## src/rtl/ocp_slave_fsm.sv

```systemverilog
// rtl/ocp_slave_fsm.sv - OCP slave with word storage, INCR burst tracking and held responses
module ocp_slave_fsm #(
  parameter int ADDR_WDTH    = 32,
  parameter int DATA_WDTH    = 32,
  parameter int DEPTH        = 16,
  parameter int WRITERESP_EN = 1
) (
  input  logic                   sys_clk,
  input  logic                   reset,
  input  logic [2:0]             MCmd,
  input  logic [ADDR_WDTH-1:0]   MAddr,
  input  logic [DATA_WDTH-1:0]   MData,
  input  logic [DATA_WDTH/8-1:0] MByteEn,
  input  logic [9:0]             MBurstLength,
  input  logic [2:0]             MBurstSeq,
  input  logic                   MReqLast,
  input  logic                   MRespAccept,
  output logic                   SCmdAccept,
  output logic                   SDataAccept,
  output logic [1:0]             SResp,
  output logic [DATA_WDTH-1:0]   SData,
  output logic                   SRespLast
);

  localparam int IDX_W = $clog2(DEPTH);
  localparam int BE_W  = DATA_WDTH / 8;

  localparam logic [2:0] CMD_IDLE = 3'b000;
  localparam logic [2:0] CMD_WR   = 3'b001;
  localparam logic [2:0] CMD_RD   = 3'b010;

  localparam logic [1:0] RESP_NULL = 2'b00;
  localparam logic [1:0] RESP_DVA  = 2'b01;
  localparam logic [1:0] RESP_ERR  = 2'b11;

  // One extra bit so the carry out of the address increment shows a wrap.
  localparam logic [ADDR_WDTH:0] ADDR_STEP = (ADDR_WDTH + 1)'(4);

  typedef enum logic {
    ST_IDLE = 1'b0,
    ST_RESP = 1'b1
  } state_t;

  // Registered state and outputs.
  state_t                 state_q, state_d;
  logic                   scmd_accept_q, scmd_accept_d;
  logic [1:0]             sresp_q, sresp_d;
  logic [DATA_WDTH-1:0]   sdata_q, sdata_d;
  logic                   sresp_last_q, sresp_last_d;

  // Burst tracking; next_wrap marks that next_addr overflowed the address space.
  logic [9:0]             beats_left_q, beats_left_d;
  logic [ADDR_WDTH-1:0]   next_addr_q, next_addr_d;
  logic                   next_wrap_q, next_wrap_d;
  logic [2:0]             burst_cmd_q, burst_cmd_d;

  // Word storage.
  logic [DATA_WDTH-1:0]   mem_q [DEPTH];
  logic [DATA_WDTH-1:0]   mem_d [DEPTH];

  // Request decode helpers.
  logic [IDX_W-1:0]       word_idx;
  logic [ADDR_WDTH-1:0]   addr_hi;
  logic                   addr_err;
  logic                   is_wr;
  logic                   is_rd;
  logic                   first_beat;
  logic [ADDR_WDTH:0]     addr_inc;
  logic [9:0]             beats_nxt;
  logic [ADDR_WDTH-1:0]   naddr_nxt;
  logic                   wrap_nxt;
  logic                   burst_err;
  logic                   last_beat;
  logic                   req_err;
  logic [DATA_WDTH-1:0]   wr_word;

  assign word_idx = MAddr[IDX_W+1:2];
  assign addr_hi  = MAddr >> (IDX_W + 2);
  assign addr_err = (MAddr[1:0] != 2'b00) || (addr_hi != '0);
  assign is_wr    = (MCmd == CMD_WR);
  assign is_rd    = (MCmd == CMD_RD);

  assign SCmdAccept  = scmd_accept_q;
  assign SDataAccept = scmd_accept_q;
  assign SResp       = sresp_q;
  assign SData       = sdata_q;
  assign SRespLast   = sresp_last_q;

  // Next-state, burst bookkeeping, storage update and response selection.
  always_comb begin
    state_d       = state_q;
    scmd_accept_d = scmd_accept_q;
    sresp_d       = sresp_q;
    sdata_d       = sdata_q;
    sresp_last_d  = sresp_last_q;
    beats_left_d  = beats_left_q;
    next_addr_d   = next_addr_q;
    next_wrap_d   = next_wrap_q;
    burst_cmd_d   = burst_cmd_q;
    mem_d         = mem_q;

    first_beat = (beats_left_q == 10'd0);
    addr_inc   = '0;
    beats_nxt  = '0;
    naddr_nxt  = '0;
    wrap_nxt   = 1'b0;
    burst_err  = 1'b0;
    last_beat  = 1'b0;
    req_err    = 1'b0;
    wr_word    = mem_q[word_idx];

    // Merge only the enabled bytes into the stored word.
    for (int b = 0; b < BE_W; b++) begin
      if (MByteEn[b]) begin
        wr_word[b*8 +: 8] = MData[b*8 +: 8];
      end
    end

    case (state_q)
      ST_IDLE: begin
        // SCmdAccept is held low for the first edge after reset, so gate on it.
        scmd_accept_d = 1'b1;
        if (scmd_accept_q && (MCmd != CMD_IDLE)) begin
          if (first_beat) begin
            addr_inc  = {1'b0, MAddr} + ADDR_STEP;
            beats_nxt = MBurstLength - 10'd1;
            burst_err = (MBurstLength == 10'd0);
          end else begin
            addr_inc  = {1'b0, next_addr_q} + ADDR_STEP;
            beats_nxt = beats_left_q - 10'd1;
            burst_err = (MAddr != next_addr_q) || (MCmd != burst_cmd_q) || next_wrap_q;
          end
          naddr_nxt = addr_inc[ADDR_WDTH-1:0];
          wrap_nxt  = addr_inc[ADDR_WDTH];
          last_beat = (beats_nxt == 10'd0);
          req_err   = !(is_wr || is_rd) || (MBurstSeq != 3'b000) || burst_err ||
                      addr_err || (MReqLast != last_beat);

          if (req_err) begin
            // Any error closes the burst; storage is untouched.
            beats_left_d  = 10'd0;
            state_d       = ST_RESP;
            scmd_accept_d = 1'b0;
            sresp_d       = RESP_ERR;
            sdata_d       = '0;
            sresp_last_d  = 1'b1;
          end else begin
            beats_left_d = beats_nxt;
            next_addr_d  = naddr_nxt;
            next_wrap_d  = wrap_nxt;
            burst_cmd_d  = MCmd;
            if (is_wr) begin
              mem_d[word_idx] = wr_word;
              if (WRITERESP_EN != 0) begin
                state_d       = ST_RESP;
                scmd_accept_d = 1'b0;
                sresp_d       = RESP_DVA;
                sdata_d       = '0;
                sresp_last_d  = last_beat;
              end
            end else begin
              state_d       = ST_RESP;
              scmd_accept_d = 1'b0;
              sresp_d       = RESP_DVA;
              sdata_d       = mem_q[word_idx];
              sresp_last_d  = last_beat;
            end
          end
        end
      end

      ST_RESP: begin
        // Response is held until the master takes it.
        if (MRespAccept) begin
          state_d       = ST_IDLE;
          scmd_accept_d = 1'b1;
          sresp_d       = RESP_NULL;
          sdata_d       = '0;
          sresp_last_d  = 1'b0;
        end
      end

      default: begin
        state_d       = ST_IDLE;
        scmd_accept_d = 1'b0;
        sresp_d       = RESP_NULL;
        sdata_d       = '0;
        sresp_last_d  = 1'b0;
      end
    endcase
  end

  // FSM, registered outputs, burst registers and storage; reset clears everything.
  always_ff @(posedge sys_clk or posedge reset) begin
    if (reset) begin
      state_q       <= ST_IDLE;
      scmd_accept_q <= 1'b0;
      sresp_q       <= RESP_NULL;
      sdata_q       <= '0;
      sresp_last_q  <= 1'b0;
      beats_left_q  <= '0;
      next_addr_q   <= '0;
      next_wrap_q   <= 1'b0;
      burst_cmd_q   <= '0;
      for (int i = 0; i < DEPTH; i++) begin
        mem_q[i] <= '0;
      end
    end else begin
      state_q       <= state_d;
      scmd_accept_q <= scmd_accept_d;
      sresp_q       <= sresp_d;
      sdata_q       <= sdata_d;
      sresp_last_q  <= sresp_last_d;
      beats_left_q  <= beats_left_d;
      next_addr_q   <= next_addr_d;
      next_wrap_q   <= next_wrap_d;
      burst_cmd_q   <= burst_cmd_d;
      mem_q         <= mem_d;
    end
  end

endmodule

```

## config.mk

```make
export PLATFORM = sky130hd
export DESIGN_NAME = ocp_slave_fsm
export DESIGN_NICKNAME = d
export VERILOG_FILES = /design/src/rtl/ocp_slave_fsm.sv
export SDC_FILE = /design/constraint.sdc
export NUM_CORES = 1
export LEC_CHECK = 0
export CAP_MARGIN = 20
export CORE_MARGIN = 2
export CORE_UTILIZATION = 65
export DETAILED_ROUTE_END_ITERATION = 10
export GPL_ROUTABILITY_DRIVEN = 0
export HOLD_SLACK_MARGIN = 0.1
export MAX_ROUTING_LAYER = met4
export PLACE_DENSITY = 0.95
export SLEW_MARGIN = 25
export SYNTH_ARGS = -nofsm -noshare
export SYNTH_HDL_FRONTEND = slang
export SYNTH_SLANG_ARGS = --single-unit
```

## constraint.sdc

```tcl
create_clock -name sys_clk -period 56.5 [get_ports sys_clk]
set_input_delay 14.125 -clock sys_clk [delete_from_list [all_inputs] [get_ports sys_clk]]
set_output_delay 14.125 -clock sys_clk [all_outputs]
set_load 0.05 [all_outputs]
```

==> results summary <==
Along the worst path, the maximum fanout reaches 35. STA classifies the critical path startpoint as an input port. The wire length per cell after detailed routing is approximately 28 um.

Of the synthesized area, sequential elements account for around 54%. The total clock buffers created by CTS came out at 58. Clock-pin slew was measured on the worst setup and hold paths at 60 ps. The share of cells above drive strength 1 is between 10% and 20%. The average via count per standard cell came out at 6.990.

The number of standard-cell rows in the floorplan came out at 75. The count of pins on the block boundary came out at roughly 130. The number of flops mapped to enable cells by yosys came out at 0.

Across all setup checks in the final design, the least slack found is roughly 37,000 ps. The number of buffers on the longest clock path is 3. The final clock period utilization by the worst path came out at 34.06%. The worst path arrival time came out at a little under 20,000 ps. The number of DRC markers after the initial detailed-route iteration came out at around 1.8k.

The placement-stage worst setup slack came out at 36,940 ps. The via count of the first global-routing pass was 18.75k. The count of buffers added on input and output ports is approximately 120. The synthesized design spends more area on one cell type than any other, namely dfrtp_1. The relative max-transition margin is 26.21%. The area taken by flip-flops and latches is roughly 15,000 sq um. The largest single stage delay on the critical path is 780 ps.

By area the synthesized netlist is led by dfrtp_1 (54%), mux2_1 (21%), mux4_2 (13%). The half-perimeter wire length after placement came out at slightly below 40,000 um. The smallest clock period supported by the final layout is computed as 19,240 ps. Sequential cells burn around half of the power. Grouping stages by cell kind, the critical path spends the most delay in simple AND/OR/NAND/NOR gates.

For this block, the routed nets add up to 68,400 um of wire. The most used standard cell by instance count after synthesis is dfrtp_1. For this design the static power due to leakage is 0.01544 uW. The post-synthesis to final-layout area growth is 12.77%. Combinational cells account for between 7 and 8% of the total power. For this run, asynchronously set or reset flops after synthesis account for 100.0%. The area of the placeable core is roughly 42,000 sq um. In the final timing run, aggregate negative setup slack is 0 ps. In the synthesized netlist the dominant register cell turns out to be dfrtp_1.

Once the clock tree was built, the resizer swapped 0 gates to a different size. The net count after synthesis came out at between 1.5k and 2k. The critical path required time came out at 56,990 ps. For this run, global-route usage on met2 was measured as 52.61%.

The final max-slew violation count is 0. The internal power component is 663.7 uW. The hold buffer count at cts is 0. Across the VDD grid, the largest voltage drop is roughly 0.028 mV.

The leftover overflow at the end of global routing came out at 0. The maximum level of the CTS H-tree is 2. The worst-case clock skew came out at slightly below 20 ps. The flow ran to the end, and the final reports show no timing, DRC or antenna violations. The total of warnings raised by yosys came out at 0. Dividing total power by cell area gives a power density of 28.09 nW/um^2. The actual slew at the worst max-slew pin came out at between 1000 and 1500 ps. The floorplan die area is between 40,000 and 50,000 sq um. The routing layer with the top usage in global route is met2. Synthesis handed over a netlist of ~1.8k instances.

For this design, the sink count on the clock tree is 595. The number of distinct library cell variants in the gate-level netlist after synthesis is 57. The peak clock frequency supported by timing is a little over 50 MHz.

The number of endpoints with negative hold slack in the final report came out at 0. Setup repair after global routing left no endpoint under its margin. The category of the critical setup timing path is in2reg. The number of vias in the routed layout is between 15k and 20k. The fraction of power spent switching nets is between 20% and 30%. The starting utilization of the core area came out at 65.88%. The die is between 200 and 250 um tall. CTS placed an instance of clkbuf_16 at the clock tree root. Across the run, the number of max-cap violations was 0. TritonCTS built the clock tree. Measured along the x axis, the die boundary spans around 210 um. The number of antenna violations at the first check in global routing came to 0. The final routed DRC violation total is 0. The met1 track utilization from global routing came out at between 40% and 50%.

The largest individual stage delay along the critical path comes from the cell nand4_1. The number of buffers and inverters on the critical path is 3. The end-of-flow core utilization is 74.29%. The final cell count without fillers is about 2.4k.

The top-area cell type share of the netlist area is a little over half. The detailed-routing iteration count for the pre-antenna-repair pass is 5. At the later pin of the worst-skew pair, clock insertion delay measures 630 ps. The wire length of the first global-routing pass is about 110,000 um. The type of the tightest min-delay check is reg2reg. The multi-input combinational cells in the finished layout cover a total of roughly 12,000 sq um. The switching power of the nets is 213.5 uW.

The final layout contains a little under 2k nets. The final number of setup-violating endpoints came out at 0. The total of flip-flops plus latches after synthesis is between 500 and 600.

The layout has around 2.3k filler cells. Post-CTS timing repair inserted 0 buffers for setup. The average size of a mapped cell came out at 15.40 sq um. The total inserted antenna cells came out at 0.

The cell area after synthesis is roughly 28,000 sq um. The signal on the critical path passes through clkdlybuf4s50_1 > nor4_1 > nand3_1 > o211ai_1 > o311ai_0 > nor4_1 > nand4_1 > buf_4 > a21oi_4 > buf_4 > mux2_1. Counting tap cells, the placed design contains a total of ~2.3k instances. The antenna violation net count after detailed routing came out at 0.

The part of the power in the clock network is 43.6%. STA classifies the critical path endpoint as a register. The largest net degree at the start of global routing came out at between 150 and 200. The commonest cells after synthesis are dfrtp_1 (595), mux2_1 (514), mux4_2 (160), clkbuf_1 (81), xor2_1 (37). Global routing consumed, over all layers together, between 30% and 40% of the routing resources.

In the global route stage, met3 resource usage came out at around 5.1%.
==> layout by cell type, fill, tap and decap left out, drive strengths merged, types with 2 or more instances in the layout <==
cell type / instances
dfrtp: 595
mux2: 546
mux4: 160
clkdlybuf4s50: 120
clkbuf: 84
xor2: 37
buf: 37
a22o: 36
nor4: 35
and3: 30
a21oi: 27
nand3: 22
nand2: 20
nor3: 14
inv: 13
nor2: 12
nand4: 12
clkinv: 11
o21ai: 11
a211oi: 7
nor2b: 6
or3: 5
or4: 5
o211ai: 5
o311ai: 5
o21a: 4
o31ai: 4
nor3b: 4
nand2b: 3
and2: 3
a21o: 3
ha: 3
or2: 2
o311a: 2
mux2i: 2
a21boi: 2
a31oi: 2
a221oi: 2
bufinv: 2
==> logic make-up after synthesis <==
logic type	share of synthesized area, %
flip-flops	53.76
AND/OR/NAND/NOR	3.646
AO/OA/AOI/OAI	3.235
adder cells (fa/ha/maj)	0.1356
multiplexers	35.29
buffers and inverters	2.733
XOR/XNOR	1.202
==> power groups by stage <==
stage / logic [uW] / clock network, uW / registers [uW]
finish: 65.0 / 382 / 430
global placement: 62.2 / 0 / 438
CTS: 64.6 / 385 / 430
floorplan: 33.9 / 0 / 443
global route: 69.6 / 401 / 430
detailed placement: 64.0 / 0 / 438
==> registers in the layout, indices dropped and copies added, names as in the netlist <==
register / flops
mem_q: 512
SData: 32
next_addr_q: 32
beats_left_q: 10
burst_cmd_q: 3
SResp: 2
SCmdAccept: 1
SRespLast: 1
next_wrap_q: 1
state_q: 1
==> layer usage <==
metal | wire length, um | vias to the layer above
li1 | - | 6912
met5 | 0 | -
met2 | 34040 | 822
met4 | 3136 | 0
met3 | 4787 | 248
met1 | 26430 | 9095
==> stage by stage <==
stage | power (uW) | area [sq um] | hold slack, ps
after global routing | 901.2 | 31230 | 495.5
after global placement | 500.0 | 29320 | 461.2
after floorplan | 476.6 | 27690 | 452.4
after detailed placement | 502.1 | 29320 | 468.7
after CTS | 879.7 | 31180 | 483.8
final | 877.2 | 31230 | 480.9
==> layout make-up <==
class                           instances  area share [%]
Tap cell                              539           2.159
Clock inverter                         17          0.5329
Sequential cell                       595           47.68
Timing Repair Buffer                  158           4.928
Clock buffer                           83           5.401
Inverter                               10          0.1442
Multi-Input combinational cell       1041           39.16
==> worst paths after layout <==
kind	to	cells past startpoint	from	slack, ps
setup / recovery	mem_q[460]	11	MBurstLength[2]	37260
hold / removal	mem_q[161]	1	mem_q[161]	480
setup reg to reg	mem_q[460]	13	beats_left_q[2]	50400
hold reg to reg	mem_q[161]	1	mem_q[161]	480
max in group asynchronous	mem_q[186]	4	reset	40560
min in group asynchronous	next_addr_q[25]	2	reset	14000
Note: power is estimated with default switching activity, not from simulation.
